`src/rtl/dma_pkg.sv`:
```
// rtl/dma_pkg.sv - shared DMA channel types and descriptor constants
// Purpose: FSM state encoding, 16-byte descriptor layout and flag bit
//          positions shared by the channel sequencer and the register file.
// Ports:   none (package).
package dma_pkg;

    typedef enum logic [2:0] {
        IDLE,
        CMD_RD,
        RD_REQ,
        RD_WAIT,
        WR_REQ,
        WR_WAIT,
        CMD_DONE
    } dma_state_e;

    // Byte offsets of the four words inside a descriptor
    localparam logic [3:0] DESC_OFS_RD_PTR = 4'h0;
    localparam logic [3:0] DESC_OFS_WR_PTR = 4'h4;
    localparam logic [3:0] DESC_OFS_SIZE   = 4'h8;
    localparam logic [3:0] DESC_OFS_FLAGS  = 4'hC;

    // Bit positions inside the descriptor flags word
    localparam int FLAG_SET_INT   = 0;
    localparam int FLAG_CMD_LAST  = 1;
    localparam int NEXT_ADDR_LSB  = 4;

    function automatic logic [3:0] desc_offset(input logic [1:0] idx);
        logic [3:0] ofs;
        case (idx)
            2'd0:    ofs = DESC_OFS_RD_PTR;
            2'd1:    ofs = DESC_OFS_WR_PTR;
            2'd2:    ofs = DESC_OFS_SIZE;
            default: ofs = DESC_OFS_FLAGS;
        endcase
        return ofs;
    endfunction

endpackage

```
`src/rtl/dma_cmd_fetch.sv`:
```
// rtl/dma_cmd_fetch.sv - four-word descriptor fetch sequencer
// Purpose: on start_i issues four sequential reads at base_i+0/4/8/C, one
//          outstanding at a time, and flags each returned word with its index.
// Ports:   clk, reset           - clock, async active-high reset
//          start_i, base_i      - begin a fetch at a 16-byte aligned base
//          mem_gnt_i/rvalid_i   - memory handshake inputs
//          req_o, addr_o        - read request and address (stable until gnt)
//          word_vld_o/idx_o     - returned word strobe and its descriptor index
module dma_cmd_fetch
    import dma_pkg::*;
(
    input  logic        clk,
    input  logic        reset,
    input  logic        start_i,
    input  logic [31:0] base_i,
    input  logic        mem_gnt_i,
    input  logic        mem_rvalid_i,
    output logic        req_o,
    output logic [31:0] addr_o,
    output logic        word_vld_o,
    output logic [1:0]  word_idx_o
);

    logic        req_q;
    logic        wait_q;
    logic [1:0]  idx_q;
    logic [31:0] base_q;

    always_ff @(posedge clk or posedge reset) begin
        if (reset) begin
            req_q  <= 1'b0;
            wait_q <= 1'b0;
            idx_q  <= 2'd0;
            base_q <= 32'h0;
        end else if (start_i) begin
            req_q  <= 1'b1;
            wait_q <= 1'b0;
            idx_q  <= 2'd0;
            base_q <= base_i;
        end else if (req_q && mem_gnt_i) begin
            req_q  <= 1'b0;
            wait_q <= 1'b1;
        end else if (wait_q && mem_rvalid_i) begin
            wait_q <= 1'b0;
            if (idx_q != 2'd3) begin
                idx_q <= idx_q + 2'd1;
                req_q <= 1'b1;
            end
        end
    end

    assign req_o      = req_q;
    assign addr_o     = base_q + {28'h0, desc_offset(idx_q)};
    assign word_vld_o = wait_q && mem_rvalid_i;
    assign word_idx_o = idx_q;

endmodule

```
`src/rtl/dma_ch_ctrl.sv`:
```
// rtl/dma_ch_ctrl.sv - single-channel DMA transfer sequencer
// Purpose: copies a buffer word by word (read, then write) over one memory
//          port; reports word and interrupt counters. Optional macro
//          DMA_CMD_LIST_EN enables descriptor chaining via dma_cmd_fetch.
// Ports:   clk, reset                      - clock, async active-high reset
//          ch_start + command inputs       - first command, latched in IDLE
//          mem_req/we/addr/wdata, mem_gnt,
//          mem_rvalid/rdata                - single-master memory port
//          buffer_count, int_count, irq, busy - status back to register file
module dma_ch_ctrl
    import dma_pkg::*;
(
    input  logic        clk,
    input  logic        reset,
    input  logic        ch_start,
    input  logic [31:0] rd_start_addr,
    input  logic [31:0] wr_start_addr,
    input  logic [31:0] buffer_size,
    input  logic        set_int,
    input  logic        cmd_last,
    input  logic [27:0] next_addr,
    output logic        mem_req,
    output logic        mem_we,
    output logic [31:0] mem_addr,
    output logic [31:0] mem_wdata,
    input  logic        mem_gnt,
    input  logic        mem_rvalid,
    input  logic [31:0] mem_rdata,
    output logic [15:0] buffer_count,
    output logic [15:0] int_count,
    output logic        irq,
    output logic        busy
);

    dma_state_e  state_q;
    logic [31:0] rd_ptr_q;
    logic [31:0] wr_ptr_q;
    logic [29:0] words_q;
    logic        set_int_q;
    logic [15:0] buffer_count_q;
    logic [15:0] int_count_q;
    logic        mem_req_q;
    logic        mem_we_q;
    logic [31:0] mem_addr_q;
    logic [31:0] mem_wdata_q;   // doubles as the one-word holding register
    logic [1:0]  start_flags;

    assign start_flags[FLAG_SET_INT]  = set_int;
    assign start_flags[FLAG_CMD_LAST] = cmd_last;

`ifdef DMA_CMD_LIST_EN
    logic        cmd_last_q;
    logic [27:0] next_addr_q;
    logic        fetch_req;
    logic [31:0] fetch_addr;
    logic        fetch_word_vld;
    logic [1:0]  fetch_idx;
    logic        unused_bits;

    dma_cmd_fetch u_cmd_fetch (
        .clk          (clk),
        .reset        (reset),
        .start_i      ((state_q == CMD_DONE) && !cmd_last_q),
        .base_i       (32'(next_addr_q) << NEXT_ADDR_LSB),
        .mem_gnt_i    (mem_gnt),
        .mem_rvalid_i (mem_rvalid),
        .req_o        (fetch_req),
        .addr_o       (fetch_addr),
        .word_vld_o   (fetch_word_vld),
        .word_idx_o   (fetch_idx)
    );

    // The fetcher owns the read side of the port only while in CMD_RD
    assign mem_req  = (state_q == CMD_RD) ? fetch_req  : mem_req_q;
    assign mem_addr = (state_q == CMD_RD) ? fetch_addr : mem_addr_q;
    assign unused_bits = ^buffer_size[1:0];
`else
    logic unused_bits;

    assign mem_req  = mem_req_q;
    assign mem_addr = mem_addr_q;
    // Without chaining every command is the last one
    assign unused_bits = ^{buffer_size[1:0], start_flags[FLAG_CMD_LAST],
                           32'(next_addr) << NEXT_ADDR_LSB};
`endif

    always_ff @(posedge clk or posedge reset) begin
        if (reset) begin
            state_q        <= IDLE;
            rd_ptr_q       <= 32'h0;
            wr_ptr_q       <= 32'h0;
            words_q        <= 30'h0;
            set_int_q      <= 1'b0;
            buffer_count_q <= 16'h0;
            int_count_q    <= 16'h0;
            mem_req_q      <= 1'b0;
            mem_we_q       <= 1'b0;
            mem_addr_q     <= 32'h0;
            mem_wdata_q    <= 32'h0;
`ifdef DMA_CMD_LIST_EN
            cmd_last_q     <= 1'b0;
            next_addr_q    <= 28'h0;
`endif
        end else begin
            case (state_q)
                IDLE: if (ch_start) begin
                    rd_ptr_q       <= rd_start_addr;
                    wr_ptr_q       <= wr_start_addr;
                    words_q        <= buffer_size[31:2];
                    set_int_q      <= start_flags[FLAG_SET_INT];
                    buffer_count_q <= 16'h0;
`ifdef DMA_CMD_LIST_EN
                    cmd_last_q     <= start_flags[FLAG_CMD_LAST];
                    next_addr_q    <= next_addr;
`endif
                    if (buffer_size[31:2] == 30'h0) begin
                        state_q <= CMD_DONE;
                    end else begin
                        state_q    <= RD_REQ;
                        mem_req_q  <= 1'b1;
                        mem_we_q   <= 1'b0;
                        mem_addr_q <= rd_start_addr;
                    end
                end
                RD_REQ: if (mem_gnt) begin
                    mem_req_q <= 1'b0;
                    state_q   <= RD_WAIT;
                end
                RD_WAIT: if (mem_rvalid) begin
                    mem_wdata_q <= mem_rdata;
                    mem_req_q   <= 1'b1;
                    mem_we_q    <= 1'b1;
                    mem_addr_q  <= wr_ptr_q;
                    state_q     <= WR_REQ;
                end
                WR_REQ: if (mem_gnt) begin
                    rd_ptr_q       <= rd_ptr_q + 32'd4;
                    wr_ptr_q       <= wr_ptr_q + 32'd4;
                    buffer_count_q <= buffer_count_q + 16'd1;
                    words_q        <= words_q - 30'd1;
                    mem_we_q       <= 1'b0;
                    if (words_q != 30'd1) begin
                        mem_req_q  <= 1'b1;
                        mem_addr_q <= rd_ptr_q + 32'd4;
                        state_q    <= RD_REQ;
                    end else begin
                        mem_req_q <= 1'b0;
                        state_q   <= CMD_DONE;
                    end
                end
                WR_WAIT: begin
                    mem_req_q  <= 1'b1;
                    mem_we_q   <= 1'b0;
                    mem_addr_q <= rd_ptr_q;
                    state_q    <= RD_REQ;
                end
                CMD_DONE: begin
                    if (set_int_q) begin
                        int_count_q <= int_count_q + 16'd1;
                    end
`ifdef DMA_CMD_LIST_EN
                    state_q <= cmd_last_q ? IDLE : CMD_RD;
`else
                    state_q <= IDLE;
`endif
                end
`ifdef DMA_CMD_LIST_EN
                CMD_RD: if (fetch_word_vld) begin
                    case (fetch_idx)
                        2'd0: rd_ptr_q <= mem_rdata;
                        2'd1: wr_ptr_q <= mem_rdata;
                        2'd2: words_q  <= mem_rdata[31:2];
                        default: begin
                            set_int_q      <= mem_rdata[FLAG_SET_INT];
                            cmd_last_q     <= mem_rdata[FLAG_CMD_LAST];
                            next_addr_q    <= mem_rdata[31:NEXT_ADDR_LSB];
                            buffer_count_q <= 16'h0;
                            if (words_q == 30'h0) begin
                                state_q <= CMD_DONE;
                            end else begin
                                state_q    <= RD_REQ;
                                mem_req_q  <= 1'b1;
                                mem_we_q   <= 1'b0;
                                mem_addr_q <= rd_ptr_q;
                            end
                        end
                    endcase
                end
`endif
                default: state_q <= IDLE;
            endcase
        end
    end

    assign mem_we       = mem_we_q;
    assign mem_wdata    = mem_wdata_q;
    assign buffer_count = buffer_count_q;
    assign int_count    = int_count_q;
    assign irq          = (state_q == CMD_DONE) && set_int_q;
    assign busy         = (state_q != IDLE);

endmodule
```
`config.mk`:
```
export PLATFORM = sky130hd
export DESIGN_NAME = dma_ch_ctrl
export DESIGN_NICKNAME = d
export VERILOG_FILES = /design/src/rtl/dma_pkg.sv /design/src/rtl/dma_cmd_fetch.sv /design/src/rtl/dma_ch_ctrl.sv
export SDC_FILE = /design/constraint.sdc
export NUM_CORES = 1
export LEC_CHECK = 0
export CAP_MARGIN = 25
export CORE_MARGIN = 3
export CORE_UTILIZATION = 40
export CTS_CLUSTER_DIAMETER = 50
export DETAILED_ROUTE_END_ITERATION = 12
export GPL_ROUTABILITY_DRIVEN = 0
export PLACE_DENSITY = 0.66
export SLEW_MARGIN = 10
export SYNTH_ARGS = -nofsm -noshare
export SYNTH_HDL_FRONTEND = slang
export SYNTH_SLANG_ARGS = --single-unit
export TNS_END_PERCENT = 50
```
`constraint.sdc`:
```
create_clock -name clk -period 6.64 [get_ports clk]
set_input_delay 0.664 -clock clk [delete_from_list [all_inputs] [get_ports clk]]
set_output_delay 0.664 -clock clk [all_outputs]
set_load 0.01 [all_outputs]
```
* After elaboration in Yosys (flattened, before gate mapping)
Cells that the tools add are included.
** Operators by class
- Add/subtract/negate cells :: 5
- Equal/unequal tests :: 12
- Mux-type cells :: 35
- Reduce and logical (&&, ||, !) cells :: 15
** Operators with widths (number)
- $mux 32 :: 9
- $pmux 32 s2 :: 2
- $pmux 32 s4 :: 1
- $add 32x3->32 const B :: 2
- $mux 30 :: 2
- $pmux 30 s2 :: 1
- $add 16x1->16 const B :: 2
- $mux 16 :: 2
- $pmux 16 s2 :: 1
- $logic_not 30->1 :: 1
- $ne 30x1->1 const B :: 1
- $sub 30x1->30 const B :: 1
- $mux 3 :: 6
- $pmux 3 s5 :: 1
- $ne 2x2->1 const B :: 6
- $reduce_and 6->1 :: 2
- $eq 3x3->1 const B :: 3
- $mux 1 :: 8
- $eq 3x2->1 const B :: 2
- $reduce_and 2->1 :: 3
- $pmux 1 s5 :: 1
- $reduce_and 5->1 :: 1
- $reduce_bool 5->1 :: 1
- $pmux 1 s4 :: 1
- other kinds (7) :: 7
** Word-level totals
- Flip-flop bits (word level) :: 196
- Input port bits :: 163
- Output and inout bits :: 100
- Logic and storage cells :: 78

* Longest topological paths before layout
Gate-level depths: netlist (run 1).
- Depth after elaboration :: 4
- Mapped depth :: 9
- Gate-level depth less buffers :: 7

* Least setup slack after synthesis (run 1)
No wires, ideal clock.
- Kind :: reg-to-output
- From :: reg state_q[2]
- To :: out busy
- Arrival :: 1.838 ns
- Required time :: 5.976 ns
- Path slack :: 4.138 ns
- Cell stages (with the launch flop) :: 8
- Buffers on the path :: 5
- Cells stage by stage :: dfrtp_1 > buf_2 > buf_1 > inv_1 > clkbuf_1 > clkbuf_1 > buf_1 > nand2_1
** Between the ends
- Cells in the longest elaborated chain, start to end :: 1
** RTL lines
- start: declaration :: RTL line dma_ch_ctrl.sv:35 : dma_state_e state_q;
- start signal: assignment :: RTL line dma_ch_ctrl.sv:89 : state_q <= IDLE;
- start signal: assignment :: RTL line dma_ch_ctrl.sv:117 : state_q <= CMD_DONE;
- start signal: assignment :: RTL line dma_ch_ctrl.sv:119 : state_q <= RD_REQ;
- $reduce_bool 3->1 :: RTL line dma_ch_ctrl.sv:200 : assign busy = (state_q != IDLE);
- end: declaration :: RTL line dma_ch_ctrl.sv:32 : output logic busy
Every way passes these cells.

* Final worst setup path (run 1)
- From :: reg state_q[1]
- To :: reg mem_addr_q[24], in the netlist mem_addr[24]
** Between the ends
- Cells in the longest elaborated chain, start to end :: 3
- Elaborated cells on any way between the ends :: 12
** RTL lines
- $eq 3x3->1, or another cell as far along :: RTL line dma_ch_ctrl.sv:105 : case (state_q)
- $ne 2x2->1 (no line) / $reduce_bool 4->1 (equally long branches)
- $reduce_and 6->1 (no line)
- end signal: assignment :: RTL line dma_ch_ctrl.sv:122 : mem_addr_q <= rd_start_addr;
- end signal: assignment :: RTL line dma_ch_ctrl.sv:133 : mem_addr_q <= wr_ptr_q;
- end signal: assignment :: RTL line dma_ch_ctrl.sv:144 : mem_addr_q <= rd_ptr_q + 32'd4;
- end: declaration :: RTL line dma_ch_ctrl.sv:44 : logic [31:0] mem_addr_q;
Parallel ways exist; a longest one is shown, timed or not.
A chain may end at the register's enable or synchronous reset.

==> results of run 1 <==
[logic make-up (layout without fill, tap and decap cells)]
family	after synthesis	after routing	share of synthesized area [%]
compound gates	394	394	21.68
xor+xnor	30	30	2.240
simple gates	510	510	22.02
flops	196	196	41.82
buf+inv	136	314	4.428
fa+ha+maj	6	6	0.6401
other cells	0	1	0
mux	77	77	7.169
[power by group]
| group | total, mW | switching (mW) | internal [mW] |
|---|---|---|---|
| registers | 2.26 | 0.557 | 1.70 |
| logic | 2.81 | 1.51 | 1.29 |
| clock network | 1.07 | 0.532 | 0.540 |
| total | 6.14 | 2.60 | 3.53 |
[worst min path at each step]
stage	start	endpoint	slack [ns]	depth (start not counted)
floorplan	wr_ptr_q[0]	wr_ptr_q[0]	0.45	2
global placement	int_count[15]	int_count[15]	0.46	1
detailed placement	rd_ptr_q[1]	rd_ptr_q[1]	0.46	2
CTS	rd_ptr_q[1]	rd_ptr_q[1]	0.48	2
global route	mem_addr[10]	mem_addr[10]	0.50	1
finish	int_count[15]	int_count[15]	0.47	1
[placed cells by master (no fill, tap or decap), types with 7 or more instances in the layout]
master,synthesis,layout
sky130_fd_sc_hd__and2_1,8,8
sky130_fd_sc_hd__dfrtp_1,196,194
sky130_fd_sc_hd__a21oi_1,106,106
sky130_fd_sc_hd__mux2_1,16,16
sky130_fd_sc_hd__o32ai_1,12,12
sky130_fd_sc_hd__nor3_1,37,34
sky130_fd_sc_hd__nor2_1,95,95
sky130_fd_sc_hd__buf_4,1,20
sky130_fd_sc_hd__or4_1,9,9
sky130_fd_sc_hd__a31o_2,8,8
sky130_fd_sc_hd__clkbuf_16,0,17
sky130_fd_sc_hd__or3_1,13,13
sky130_fd_sc_hd__o22a_1,10,10
sky130_fd_sc_hd__o21a_1,7,7
sky130_fd_sc_hd__nand2b_1,11,11
sky130_fd_sc_hd__xor2_1,7,7
sky130_fd_sc_hd__a2bb2oi_1,13,13
sky130_fd_sc_hd__nor2b_1,13,12
sky130_fd_sc_hd__mux2i_1,21,21
sky130_fd_sc_hd__and4_1,18,18
sky130_fd_sc_hd__o211ai_1,7,7
sky130_fd_sc_hd__clkdlybuf4s50_1,0,231
sky130_fd_sc_hd__o22ai_1,27,27
sky130_fd_sc_hd__nor4_1,23,23
sky130_fd_sc_hd__and3_1,25,25
sky130_fd_sc_hd__inv_1,29,28
sky130_fd_sc_hd__o31ai_1,13,13
sky130_fd_sc_hd__a211oi_1,18,18
sky130_fd_sc_hd__o21ai_0,82,82
sky130_fd_sc_hd__nand4_1,37,37
sky130_fd_sc_hd__nand3_1,45,45
sky130_fd_sc_hd__a21o_1,7,7
sky130_fd_sc_hd__mux2_2,40,40
sky130_fd_sc_hd__nand2_1,153,152
sky130_fd_sc_hd__a22o_1,8,8
sky130_fd_sc_hd__a221oi_1,17,17
sky130_fd_sc_hd__xnor2_1,23,23
sky130_fd_sc_hd__a31oi_1,28,28
[metrics by stage]
step	worst slack (ns)	total power [mW]
floorplan	0.6354	3.891
global placement	3.146	4.970
detailed placement	3.080	5.043
CTS	3.256	6.127
global route	2.994	6.521
finish	3.177	6.136
[final cells by class]
class	instances	area, µm²	area share (%)
multi-input combinational	1017	6331	42.49
antenna	1	2.502	0.01680
tap	384	480.5	3.225
inverter	30	120.1	0.8062
timing repair buffer	252	2467	16.56
sequential	196	4907	32.94
clock buffer	19	432.9	2.906
clock inverter	13	157.7	1.058
[metal layers]
layer | share of wire, % | global-route usage (%)
met3 | 8.1 | 5.041
met5 | 0 | 0
met4 | 2.3 | 6.645
met1 | 44 | 35.39
met2 | 46 | 36.92
[flip-flops by register name, indices dropped and copies added, names as in the netlist]
signal / count
set_int_q: 1
buffer_count: 16
mem_we: 1
mem_addr: 32
mem_wdata: 32
rd_ptr_q: 32
wr_ptr_q: 32
mem_req: 1
words_q: 30
int_count: 16
state_q: 3
==> out/results.md, run 1 <==
| Step | Item | Value |
|---|---|---|
| worst setup path | Sort of element at the start of the critical path | flop |
| die | I/O pins | 263 |
| global route | Wire length of the first global-routing pass | 60610 µm |
| global route | Number of antenna violations at the first check in global routing | 2 |
| sta | Final sum of negative setup slack | 0 ns |
| finish | Filler cell count in the final layout | 2652 |
| sta | Final worst-path cycle share | 52.15% |
| logic synthesis | Mapped cell area | 0.01173 mm² |
| cts | Hold bufs inserted after CTS | 0 |
| logic synthesis | Warnings, synthesis | 0 |
| finish | Syn-to-layout area delta | 27.05% |
| cts | Clock root cell | sky130_fd_sc_hd__clkbuf_16 |
| drt | Detailed-route wire length | 39250 µm |
| cts | Post CTS Setup Buffer Count | 0 |
| cts | Reg clk slew, reported paths | 0.08 ns |
| finish | Number of nets in the layout | 1683 |
| sta | Max Slew Vio Count | 0 |
| worst setup path | Maximum fanout encountered on the critical timing path | 73 |
| drt | Number of DRC markers after the initial detailed-route iteration | 1360 |
| die | Die Y-Extent | 177.2 µm |
| worst setup path | Critical register-to-register path endpoint | mem_addr[24] |
| die | Die extent in x | 177.2 µm |
| sta | Highest Clock Rate | 288.8 MHz |
| die | Initial Util | 40.75% |
| worst setup path | Arrival time reported for the critical path endpoint | 3.80 ns |
| drt | Final routed wire length divided by cell count | 20.53 µm |
| logic synthesis | Share of async-settable or async-resettable flops after synthesis | 100.0% |
| cts | Clock buffers created by TritonCTS | 17 |
| worst setup path | Crit path max-delay cell type | sky130_fd_sc_hd__buf_4 |
| logic synthesis | Most area-hungry cell type in the Yosys netlist | sky130_fd_sc_hd__dfrtp_1 |
| drt | First-pass iteration count of the detailed router | 5 |
| global route | Maximum number of pins on one net before global-route repair | 126 |
| placed design | HPWL after detailed placement | 27110 µm |
| worst setup path | Timing endpoint of the critical path | mem_addr[24] |
| logic synthesis | Sequential element share of the synthesized area | 41.82% |
| worst setup path | CP Data Required Time | 6.98 ns |
| logic synthesis | Most used standard cells in the synthesized netlist | sky130_fd_sc_hd__dfrtp_1, sky130_fd_sc_hd__nand2_1, sky130_fd_sc_hd__a21oi_1 |
| placed design | Placed standard-cell area | 0.01430 mm² |
| job | Max-capacitance violation count | 0 |
| global route | Vias in the first global route | 10660 |
| finish | Ratio of cells with drive above 1 in the final layout | 7.924% |
| drt | Via density | 6.022 |
| finish | Final instance area | 0.01490 mm² |
| sta | Skew final | 0.02614 ns |
| global route | Total GRT Usage | 24.36% |
| worst setup path | Slowest cell delay on critical path | 0.72 ns |
| worst setup path | Source of the critical timing path | state_q[1] |
| finish | Final cell count without fillers | 1912 |
| worst setup path | Length in cells of the worst reg-to-reg path | 7 |
| worst setup path | Setup slack of the worst register-to-register path | 3.18 ns |
| logic synthesis | Netlist cell types | 67 |
| placed design | Placed Cells | 1878 |
| drt | Post-detailed-route count of antenna-violating nets | 0 |
| die | Site Rows | 62 |
| cts | Depth of the CTS H-tree | 4 |
| logic synthesis | Synthesized area per cell | 8.693 µm² |
| sta | Hold violation total from the final report | 0 |
| logic synthesis | Mapped Nets | 1518 |
| logic synthesis | Area share of the largest cell type after synthesis | 41.82% |
| drt | DRC errors left | 0 |
| sta | Smallest hold slack | 0.4720 ns |
| status | Run status | finished clean |
| worst setup path | Start of the worst register-to-register path | state_q[1] |
| worst setup path | Worst Setup Path Type | flop to flop |
| logic synthesis | Top area cells in the synthesized netlist | sky130_fd_sc_hd__dfrtp_1, sky130_fd_sc_hd__nand2_1, sky130_fd_sc_hd__a21oi_1, sky130_fd_sc_hd__mux2_2, sky130_fd_sc_hd__o21ai_0 |
| power and ir drop | Peak ir drop on the vdd network | 200.1 µV |
| worst setup path | Category of the worst setup path capture point | flop |
| worst setup path | Category of cells accounting for the largest share of critical-path delay | buffers and inverters |
| worst setup path | Worst path depth | 7 |
| logic synthesis | Post-synthesis sequential element count | 196 |
| cts | Clock latency reported for the late side of the worst-skew pair | 0.46 ns |
| worst setup path | CP bufs+invs | 2 |
| power and ir drop | Power per standard cell area | 411.8 mW/mm² |
| cts | CTS max path bufs | 2 |
| sta | Worst slew margin | 34.40% |
| sta | Fin crit period | 3.463 ns |
| power and ir drop | Reported leakage power | 5.847 nW |
| logic synthesis | Number of enable flip-flop cells after synthesis | 0 |
| cts | Number of instances resized during post-cts repair | 0 |
| drt | Vias | 11510 |
| finish | Core Util, Final | 51.77% |
| cts | Clock Sink Count | 196 |
| hold path | Hold WC Path Type | flop to flop |
| logic synthesis | Most common cell in the netlist | sky130_fd_sc_hd__dfrtp_1 |
| sta | Setup repair after global routing missed its margin | false |
| logic synthesis | Most used flip-flop cell after synthesis | sky130_fd_sc_hd__dfrtp_1 |
| cts | Clock tree from TritonCTS | done |
| sta | Setup Viol. Count Final | 0 |
| die | Die footprint | 0.03141 mm² |
| placed design | Port Buffers | 231 |
| worst setup path | CP Cell Sequence | buf_4 > or3b_2 > buf_4 > nor2_1 > nand4_1 > or3b_2 > mux2_1 |
| global route | Total gr overflow | 0 |
| sta | Slew at the pin with the worst max-slew slack | 0.9839 ns |
| die | Area of the placeable core | 0.02878 mm² |
| logic synthesis | Synth Instances | 1349 |
Note: power is estimated with default switching activity, not from simulation.
==> run 2, diff against run 1 <==
==> constraint.sdc (replaced) <==
create_clock -name clk -period 3.6 [get_ports clk]
set_input_delay 0.36 -clock clk [delete_from_list [all_inputs] [get_ports clk]]
set_output_delay 0.36 -clock clk [all_outputs]
set_load 0.01 [all_outputs]
==> run 2 against run 1 <==
  * Global-route usage is 0.41 points higher
  * Largest cell class unchanged
  * Non-clock buffer count is 19 higher
  * Final cell count is 0.89% higher
  * Critical path type unchanged
  * Hold slack worse by 0.054 ns
==> out/results.md, run 2 (same netlist as run 1, synthesis figures left out) <==
| Step | Item | Value | Change |
|---|---|---|---|
| die | Die Y-Extent | 177.2 µm | unchanged |
| finish | Commonest non-fill, non-tap cell in the layout | sky130_fd_sc_hd__clkdlybuf4s50_1 |  |
| die | Die footprint | 0.03141 mm² | unchanged |
| drt | Via density | 6.032 | +0.16% |
| drt | Number of DRC markers after the initial detailed-route iteration | 1233 | -9.3% |
| finish | Leading cell types in the layout, fill and taps excluded | sky130_fd_sc_hd__clkdlybuf4s50_1, sky130_fd_sc_hd__dfrtp_1, sky130_fd_sc_hd__nand2_1, sky130_fd_sc_hd__a21oi_1, sky130_fd_sc_hd__nor2_1 |  |
| cts | Clock latency reported for the late side of the worst-skew pair | 0.44 ns | -0.02 ns |
| finish | Core Util, Final | 52.30% | +0.53 points |
| global route | Total GRT Usage | 24.77% | +0.41 points |
| finish | Final cell count without fillers | 1929 | +0.89% |
| power and ir drop | Power per standard cell area | 757.6 mW/mm² | +84% |
| drt | Vias | 11640 | +1.1% |
| global route | Wire length of the first global-routing pass | 61520 µm | +1.5% |
| cts | Clock Sink Count | 196 | unchanged |
| cts | Post CTS Setup Buffer Count | 0 | unchanged |
| sta | Max Slew Vio Count | 0 | unchanged |
| finish | Syn-to-layout area delta | 28.36% |  |
| sta | Slew at the pin with the worst max-slew slack | 1.003 ns | +0.01911 ns |
| worst setup path | Sort of element at the start of the critical path | flop |  |
| global route | Number of antenna violations at the first check in global routing | 1 | -1 |
| power and ir drop | Total power consumption of the routed design | 11.40 mW | +86% |
| sta | Final worst-path cycle share | 79.62% | +27 points |
| cts | Reg clk slew, reported paths | 0.08 ns | about the same |
| sta | Highest Clock Rate | 348.9 MHz | +21% |
| power and ir drop | Reported leakage power | 5.922 nW | +1.3% |
| placed design | HPWL after detailed placement | 28010 µm | +3.3% |
| worst setup path | Worst Setup Path Type | flop to flop |  |
| drt | Post-detailed-route count of antenna-violating nets | 0 | unchanged |
| sta | Worst slew margin | 33.13% | -1.3 points |
| finish | Number of nets in the layout | 1702 | +1.1% |
| sta | Hold violation total from the final report | 0 | unchanged |
| worst setup path | Start of the worst register-to-register path | state_q[0] |  |
| die | Area of the placeable core | 0.02878 mm² | unchanged |
| global route | Maximum number of pins on one net before global-route repair | 162 | +29% |
| die | Die extent in x | 177.2 µm | unchanged |
| hold path | Hold WC Path Type | primary input to async pin |  |
| die | Initial Util | 40.75% | unchanged |
| worst setup path | CP Data Required Time | 3.93 ns | -3.05 ns |
| worst setup path | Maximum fanout encountered on the critical timing path | 17 | -77% |
| drt | Final routed wire length divided by cell count | 20.61 µm | +0.41% |
| finish | Flip-flop and latch area | 0.004907 mm² | unchanged |
| drt | DRC errors left | 0 | unchanged |
| placed design | Port Buffers | 231 | unchanged |
| global route | Vias in the first global route | 10780 | +1.1% |
| worst setup path | Arrival time reported for the critical path endpoint | 3.20 ns | -0.60 ns |
| cts | Clock root cell | sky130_fd_sc_hd__clkbuf_16 |  |
| die | Site Rows | 62 | unchanged |
| cts | Clock buffers created by TritonCTS | 17 | unchanged |
| sta | Final sum of negative setup slack | 0 ns | unchanged |
| placed design | Setup WS pre-CTS | 0.6569 ns | -2.424 ns |
| sta | Slack of the critical path | 0.7336 ns | -2.444 ns |
| worst setup path | Source of the critical timing path | state_q[0] |  |
| placed design | Placed Cells | 1897 | +1.0% |
| finish | Ratio of cells with drive above 1 in the final layout | 9.067% | +1.1 points |
| job | Max-capacitance violation count | 0 | unchanged |
| cts | Clock tree from TritonCTS | done |  |
| global route | Total gr overflow | 0 | unchanged |
| die | I/O pins | 263 | unchanged |
| cts | Hold bufs inserted after CTS | 0 | unchanged |
| worst setup path | Setup slack of the worst register-to-register path | 0.73 ns | -2.44 ns |
| status | Run status | finished clean |  |
| finish | Filler cell count in the final layout | 2707 | +2.1% |
| drt | Detailed-route wire length | 39770 µm | +1.3% |
| cts | CTS max path bufs | 2 | unchanged |
| cts | Number of instances resized during post-cts repair | 0 | unchanged |
| worst setup path | Category of the worst setup path capture point | flop |  |
| sta | Setup Viol. Count Final | 0 | unchanged |
| drt | First-pass iteration count of the detailed router | 5 | unchanged |
| sta | Setup repair after global routing missed its margin | false |  |
| sta | Fin crit period | 2.866 ns | -0.5964 ns |
| finish | Area of the multi-input gates | 0.006330 mm² | about the same |
| power and ir drop | Peak ir drop on the vdd network | 408.1 µV | +100% |
| sta | Skew final | 0.01319 ns | -0.01296 ns |
| cts | Depth of the CTS H-tree | 4 | unchanged |
run 2: cell types whose count changed in the layout (fill, tap and decap cells not counted), sizes merged:
| cell | change |
|---|---|
| inv | -2 |
| clkbuf | -2 |
| clkinv | -2 |
| buf | +19 |
| clkinvlp | +4 |
run 2: stage by stage:
step                hold slack, ns  cell area [µm²]
CTS                         0.4337            15050
global placement            0.4577            14480
finish                      0.4179            15050
detailed placement          0.4617            14480
floorplan                   0.4455            11730
global route                0.4525            15050
run 2: worst max-delay path: stages, from the launching register on:
cell and delay [ns]:
sky130_fd_sc_hd__dfrtp_1 0.63, sky130_fd_sc_hd__nand2b_1 0.30, sky130_fd_sc_hd__o21ai_0 0.16, sky130_fd_sc_hd__a22oi_1 0.18
sky130_fd_sc_hd__nor3_2 0.69, sky130_fd_sc_hd__buf_4 0.42, sky130_fd_sc_hd__mux2_2 0.38
run 2: layout make-up:
class                      instances  share of cell area, %
multi-input combinational       1017                  42.05
sequential                       196                  32.60
timing repair buffer             271                  17.59
tap                              384                  3.192
clock buffer                      17                  2.826
clock inverter                    13                 0.9559
inverter                          30                 0.7730
antenna                            1                0.01662
run 2: metal layers:
layer / vias to the layer above / global-route usage [%] / part of all wire [%]
met5: - / 0 / 0
met4: 0 / 7.136 / 1.9
met3: 50 / 3.775 / 7.7
met2: 531 / 38.35 / 47
met1: 5676 / 35.96 / 43
li1: 5378 / - / -
run 2: power breakdown:
part / switching, mW / leakage [nW] / internal, mW
sequential: 1.05 / 2.36 / 3.14
clock: 0.959 / 0.270 / 0.976
combinational: 2.80 / 3.29 / 2.48
total: 4.81 / 5.92 / 6.59
run 2: worst paths after layout:
path / to / cells after the start
worst min-delay path: mem_wdata[15] / 3
worst min register to register: int_count[15] / 1
worst max register to register: mem_addr[19] / 6
worst max-delay path: mem_addr[19] / 6
max in group asynchronous: state_q[2] / 3
min in group clk: wr_ptr_q[1] / 3
